### config.mk
export PLATFORM = sky130hd
export DESIGN_NAME = sha256_transform_ctrl
export DESIGN_NICKNAME = d
export VERILOG_FILES = /design/src/rtl/sha256_transform_ctrl.sv
export SDC_FILE = /design/constraint.sdc
export NUM_CORES = 2
export LEC_CHECK = 0
export CORE_AREA = 4 4 703 705
export DETAILED_ROUTE_END_ITERATION = 8
export DIE_AREA = 0 0 707 709
export GPL_ROUTABILITY_DRIVEN = 0
export HOLD_SLACK_MARGIN = 0.12
export PLACE_DENSITY = 0.39
export SYNTH_ARGS = -nofsm -noshare
export SYNTH_HDL_FRONTEND = slang
export SYNTH_SLANG_ARGS = --single-unit
export TNS_END_PERCENT = 30
### constraint.sdc
create_clock -name clk -period 2.6 [get_ports clk]
set_clock_uncertainty 0.15 [all_clocks]
set_input_delay 0.65 -clock clk [delete_from_list [all_inputs] [get_ports clk]]
set_output_delay 0.65 -clock clk [all_outputs]
set_load 0.02 [all_outputs]
### src/rtl/sha256_transform_ctrl.sv
// Block sequencer for a looped SHA-256 transform: accepts padded blocks, chains the hash, returns the digest.
// Optional SHA-224 mode (IV select, truncated digest) is enabled by defining SHA256_CTRL_SHA224_EN.
module sha256_transform_ctrl #(
  parameter int LOOP   = 64,
  parameter int TF_LAT = 1
) (
  input  logic         clk,
  input  logic         rst_n,
  input  logic         blk_valid,
  output logic         blk_ready,
  input  logic [511:0] blk_data,
  input  logic         blk_first,
  input  logic         blk_last,
`ifdef SHA256_CTRL_SHA224_EN
  input  logic         blk_sha224,
`endif
  output logic         tf_feedback,
  output logic [5:0]   tf_cnt,
  output logic [255:0] tf_state,
  output logic [511:0] tf_input,
  input  logic [255:0] tf_hash,
  output logic         dig_valid,
  input  logic         dig_ready,
  output logic [255:0] digest,
  output logic         busy
);

  localparam logic [255:0] IV_256 = {
    32'h6a09e667, 32'hbb67ae85, 32'h3c6ef372, 32'ha54ff53a,
    32'h510e527f, 32'h9b05688c, 32'h1f83d9ab, 32'h5be0cd19
  };
  localparam logic [5:0] CNT_LAST = 6'(LOOP - 1);
  localparam logic [1:0] LAT_LAST = 2'(TF_LAT - 1);

  typedef enum logic [1:0] {IDLE, RUN, WAIT, OUT} state_t;

  state_t       state;
  logic [255:0] chain;
  logic         msg_open;
  logic         last_q;
  logic [1:0]   lat_cnt;
  logic         new_msg;
  logic [255:0] iv_sel;
  logic [255:0] digest_sel;

  // A block starts from the IV when explicitly flagged or when no message is in flight.
  assign new_msg = blk_first | ~msg_open;

`ifdef SHA256_CTRL_SHA224_EN
  localparam logic [255:0] IV_224 = {
    32'hc1059ed8, 32'h367cd507, 32'h3070dd17, 32'hf70e5939,
    32'hffc00b31, 32'h68581511, 32'h64f98fa7, 32'hbefa4fa4
  };
  logic mode_224;

  assign iv_sel     = blk_sha224 ? IV_224 : IV_256;
  assign digest_sel = mode_224 ? {tf_hash[255:32], 32'h0} : tf_hash;
`else
  assign iv_sel     = IV_256;
  assign digest_sel = tf_hash;
`endif

  assign blk_ready = (state == IDLE);
  assign busy      = (state != IDLE);

  // NOTE: all state is assigned with <= so every register samples pre-edge values, never a neighbour's update.
  always_ff @(posedge clk or negedge rst_n) begin
    if (!rst_n) begin
      // NOTE: the wide data registers are reset as well so the transform never sees X after reset.
      state       <= IDLE;
      chain       <= '0;
      msg_open    <= 1'b0;
      last_q      <= 1'b0;
      lat_cnt     <= '0;
      tf_feedback <= 1'b0;
      tf_cnt      <= '0;
      tf_state    <= '0;
      tf_input    <= '0;
      dig_valid   <= 1'b0;
      digest      <= '0;
`ifdef SHA256_CTRL_SHA224_EN
      mode_224    <= 1'b0;
`endif
    end else begin
      case (state)
        IDLE: begin
          if (blk_valid) begin
            tf_input    <= blk_data;
            tf_state    <= new_msg ? iv_sel : chain;
            last_q      <= blk_last;
            msg_open    <= 1'b1;
            tf_cnt      <= '0;
            tf_feedback <= 1'b0;
            state       <= RUN;
`ifdef SHA256_CTRL_SHA224_EN
            if (new_msg) mode_224 <= blk_sha224;
`endif
          end
        end
        RUN: begin
          // From the second iteration on the transform feeds back its own working state.
          tf_feedback <= 1'b1;
          if (tf_cnt == CNT_LAST) begin
            tf_cnt  <= '0;
            lat_cnt <= '0;
            state   <= WAIT;
          end else begin
            tf_cnt <= tf_cnt + 6'd1;
          end
        end
        WAIT: begin
          if (lat_cnt == LAT_LAST) begin
            chain       <= tf_hash;
            tf_feedback <= 1'b0;
            if (last_q) begin
              digest    <= digest_sel;
              dig_valid <= 1'b1;
              msg_open  <= 1'b0;
              state     <= OUT;
            end else begin
              state <= IDLE;
            end
          end else begin
            lat_cnt <= lat_cnt + 2'd1;
          end
        end
        OUT: begin
          if (dig_ready) begin
            dig_valid <= 1'b0;
            state     <= IDLE;
          end
        end
        default: state <= IDLE;
      endcase
    end
  end

endmodule
==> metrics.md <==
| Metric | Value |
|---|---|
| TNS Setup | 0 ns |
| Placed cells | between 10000 and 15000 |
| Worst hold slack | about 0.24 ns |
| DPL Wire Length | approximately 300 mm |
| Chip width | between 700 and 800 µm |
| Total number of vias | 42005 |
| Crit. End Element | output port |
| Place WS | -0.2142 ns |
| Mux cell area share after synthesis | a little over an eighth |
| Synth async-reset ratio | 100.0% |
| Chip height | slightly above 700 µm |
| Vias in the first global route | between 40000 and 50000 |
| Critical path required time | roughly 1.8 ns |
| Clock Pin Slew Worst Setup and Hold Paths | 0.06 ns |
| Tcrit/Tclk final | between 90 and 100% |
| DRC viols | 0 |
| Reg-to-Reg End | digest[23] |
| Actual slew at the worst max-slew pin | 0.6801 ns |
| Synth Area per Inst | ~11 µm² |
| Largest family of logic cells by synthesized area | simple AND/OR/NAND/NOR gates |
| Crit-path max FO | 2 |
| Final worst slack | between 0.07 and 0.08 ns |
| Synth top area share | approximately two thirds |
| Die ar. | around 500000 µm² |
| Worst R2R Path Depth | 6 |
| First-pass GRT wire length | 461.4 mm |
| Post-synthesis compound-gate area fraction | 1.619% |
| Startpoint Class | register |
| Clock net sink count | 1294 |
| Dominant cells by area after synthesis | dfrtp_1, nand2_1, mux2_4 |
| Worst path slowest cell | dfrtp_1 |
| Register area | ~32000 µm² |
| Unique masters post-synth | 34 |
| Max-cap violations | 0 |
| Worst vdd ir | 534.6 µV |
| Final-report hold violation count | 0 |
| Buf+Inv Stages, Crit Path | 1 |
| PD cells | about 1100 nW/µm² |
| HP Class | in -> reg |
| Syn Inst Count | about 4400 |
| Total track usage | 13.77% |
| Core area | slightly below 500000 µm² |
| Largest net degree at the start of global routing | about 110 |
| Share of layout cells above drive strength 1 | 21.54% |
| Status | finished, final reports clean |
| Post-Syn Area | roughly 50000 µm² |
| Simple-gate share of the synthesized area | about 17% |
| Max-slew violation count | 0 |
| CTS tree | done |
| Syn Nets | 5215 |
| Vias per cell | 3.159 |
| Final Critical Period | about 2.5 ns |
| DRT met1 WL | about 140 mm |
| Crit. path cell count | 1 |
| Crit path to | tf_input[246] |
| Cell taking the most area after synthesis | dfrtp_1 |
| Met2 WL | 185.1 mm |
| Clock Latency Late Sink | around 0.88 ns |
| CTS Buf Count | 175 |
| Sequential share of the synthesized area | between 60 and 70% |
| Prevailing post-synth register cell | dfrtp_1 |
| Synth warnings | 0 |
| #FFs+latches synth | around 1300 |
| I/O Pins | 1808 |
| Overall power after layout | roughly 94 mW |
| Register-to-register setup slack | 0.33 ns |
| Final core occ | ~18% |
| Starting DRC count in detailed routing | about 2900 |
| Leak | 42.56 nW |
| Post-Synth XOR/XNOR Area | less than 1% |
| Post-DR wirelength/cell | approximately 27 µm |
| Synth Area in Adders | less than 1% |
| Crit-path max cell delay | 0.52 ns |
| Initial antenna violation count | 59 |
| Crit-path cells | clkdlybuf4s15_1 |
| F_max | roughly 0.40 GHz |
| CP delay by family, top | flip-flops |
| EDFF count, synth | 0 |
| Filler cell count | ~54000 |
| Final setup fails | 0 |
| Layout area overhead | 72.22% |
| Fin area | about 86000 µm² |
| Root Driver | clkbuf_16 |
| H-tree Lvls | 4 |
| Non-Filler Instances | 13298 |
| Drt pass-1 iters | 5 |
| PortBufs | roughly 1800 |
| Max clock buf depth | 4 |
| Met3 WL | around 26 mm |
| Row count | approximately 260 |
| Setup bufs post-CTS | 0 |
| Dpl cell area | ~77000 µm² |
| Crit path launch | tf_input[246] |
| Layout net count | 7454 |
| Multi-input logic area | between 15000 and 20000 µm² |
| Detailed Route WL | about 360 mm |
| Top Layer Used | met5 |
| Initial Utilization | roughly a tenth |
| RSZ-0062 raised after global routing | true |
| Max_slew headroom | around 55% |
| Post-route ant nets | 0 |
| Crit path DAT | around 1.7 ns |
| Critical path type | reg -> out |
| Worst r2r src | lat_cnt[0] |
| Total grt overflow | 0 |
## kinds of logic (layout without fill, tap and decap cells)
| family | after synthesis | count (layout) |
|---|---|---|
| AOI/OAI and AO/OA | 156 | 156 |
| xor gates and xnor gates | 1 | 1 |
| adders and majority gates | 2 | 2 |
| buffers and inverters | 265 | 2637 |
| DFF | 1294 | 1294 |
| muxes | 516 | 516 |
| other | 0 | 12 |
| and+or+nand+nor | 2205 | 2205 |
## layout by cell type (no fill, tap or decap), types with 3 or more instances in the layout
| cell | netlist | layout |
|---|---|---|
| mux2i_1 | 3 | 3 |
| dlymetal6s2s_1 | 0 | 302 |
| clkinv_16 | 0 | 7 |
| clkinvlp_4 | 0 | 5 |
| bufinv_16 | 0 | 5 |
| dfrtp_2 | 0 | 23 |
| diode_2 | 0 | 12 |
| clkbuf_16 | 0 | 176 |
| clkinv_4 | 0 | 8 |
| o21ai_0 | 145 | 145 |
| clkbuf_8 | 0 | 38 |
| inv_1 | 4 | 3 |
| buf_12 | 22 | 84 |
| dlygate4sd2_1 | 0 | 279 |
| dfrtp_1 | 1294 | 1271 |
| a21oi_1 | 3 | 3 |
| nor2_1 | 3 | 3 |
| clkinv_2 | 0 | 26 |
| clkdlybuf4s15_2 | 0 | 150 |
| buf_4 | 0 | 394 |
| o311ai_0 | 3 | 3 |
| clkdlybuf4s15_1 | 0 | 52 |
| dlygate4sd3_1 | 0 | 265 |
| buf_2 | 83 | 15 |
| mux2_4 | 240 | 240 |
| clkbuf_2 | 0 | 4 |
| clkbuf_1 | 144 | 39 |
| inv_6 | 0 | 5 |
| mux2_2 | 273 | 273 |
| nand2_1 | 2063 | 2063 |
| nand3_1 | 124 | 124 |
| clkdlybuf4s50_1 | 0 | 772 |
## cells in the mapped netlist, drive strengths merged (3+ instances only)
master	instances
nand2	2063
dfrtp	1294
mux2	513
o21ai	145
clkbuf	144
nand3	124
buf	116
inv	5
a21oi	3
mux2i	3
nand2b	3
nor2	3
nor2b	3
o311ai	3
## metal layers
metal | global-route usage, % | vias up
met2 | 24.96 | 1500
met1 | 15.80 | 21363
met3 | 4.068 | 346
met4 | 3.182 | 32
met5 | 0 | -
li1 | - | 18764
## final cells by class
| cell class | instances | area share (%) |
|---|---|---|
| sequential | 1294 | 37.70 |
| timing repair buffer | 2322 | 27.47 |
| multi-input combinational | 2880 | 18.68 |
| tap | 6475 | 9.423 |
| clock buffer | 253 | 5.901 |
| clock inverter | 57 | 0.7699 |
| antenna | 12 | 0.03493 |
| inverter | 5 | 0.02183 |
## report_power, final
group	leakage, nW	internal, mW	switching [mW]
clock network	2.81	14.1	10.4
logic	24.1	12.8	25.0
registers	15.7	26.7	5.20
## sequential cells by signal (all words and copies together), names as in the netlist
register and flops:
lat_cnt 2, msg_open 1, state 2, tf_feedback 1, last_q 1, tf_cnt 6, digest 256, dig_valid 1
tf_input 512, chain 256, tf_state 256
## worst min path at each step
stage	from	endpoint	slack, ns	cells past startpoint
after floorplan	rst_n	chain[0]	0.20	0
after global placement	tf_state[11]	tf_state[11]	0.30	2
after detailed placement	tf_state[45]	tf_state[45]	0.31	2
after CTS	blk_data[48]	tf_input[48]	0.12	3
after global routing	blk_data[40]	tf_input[40]	0.16	3
final	blk_data[57]	tf_input[57]	0.24	3
## what timing repair did
item / in CTS / in global routing
endpoints found under the setup margin: 807 / 317
hold endpoints to repair: 1143 / 0
resized for setup: 952 / 316
hold buffers: 265 / 0
Note: power is estimated with default switching activity, not from simulation.
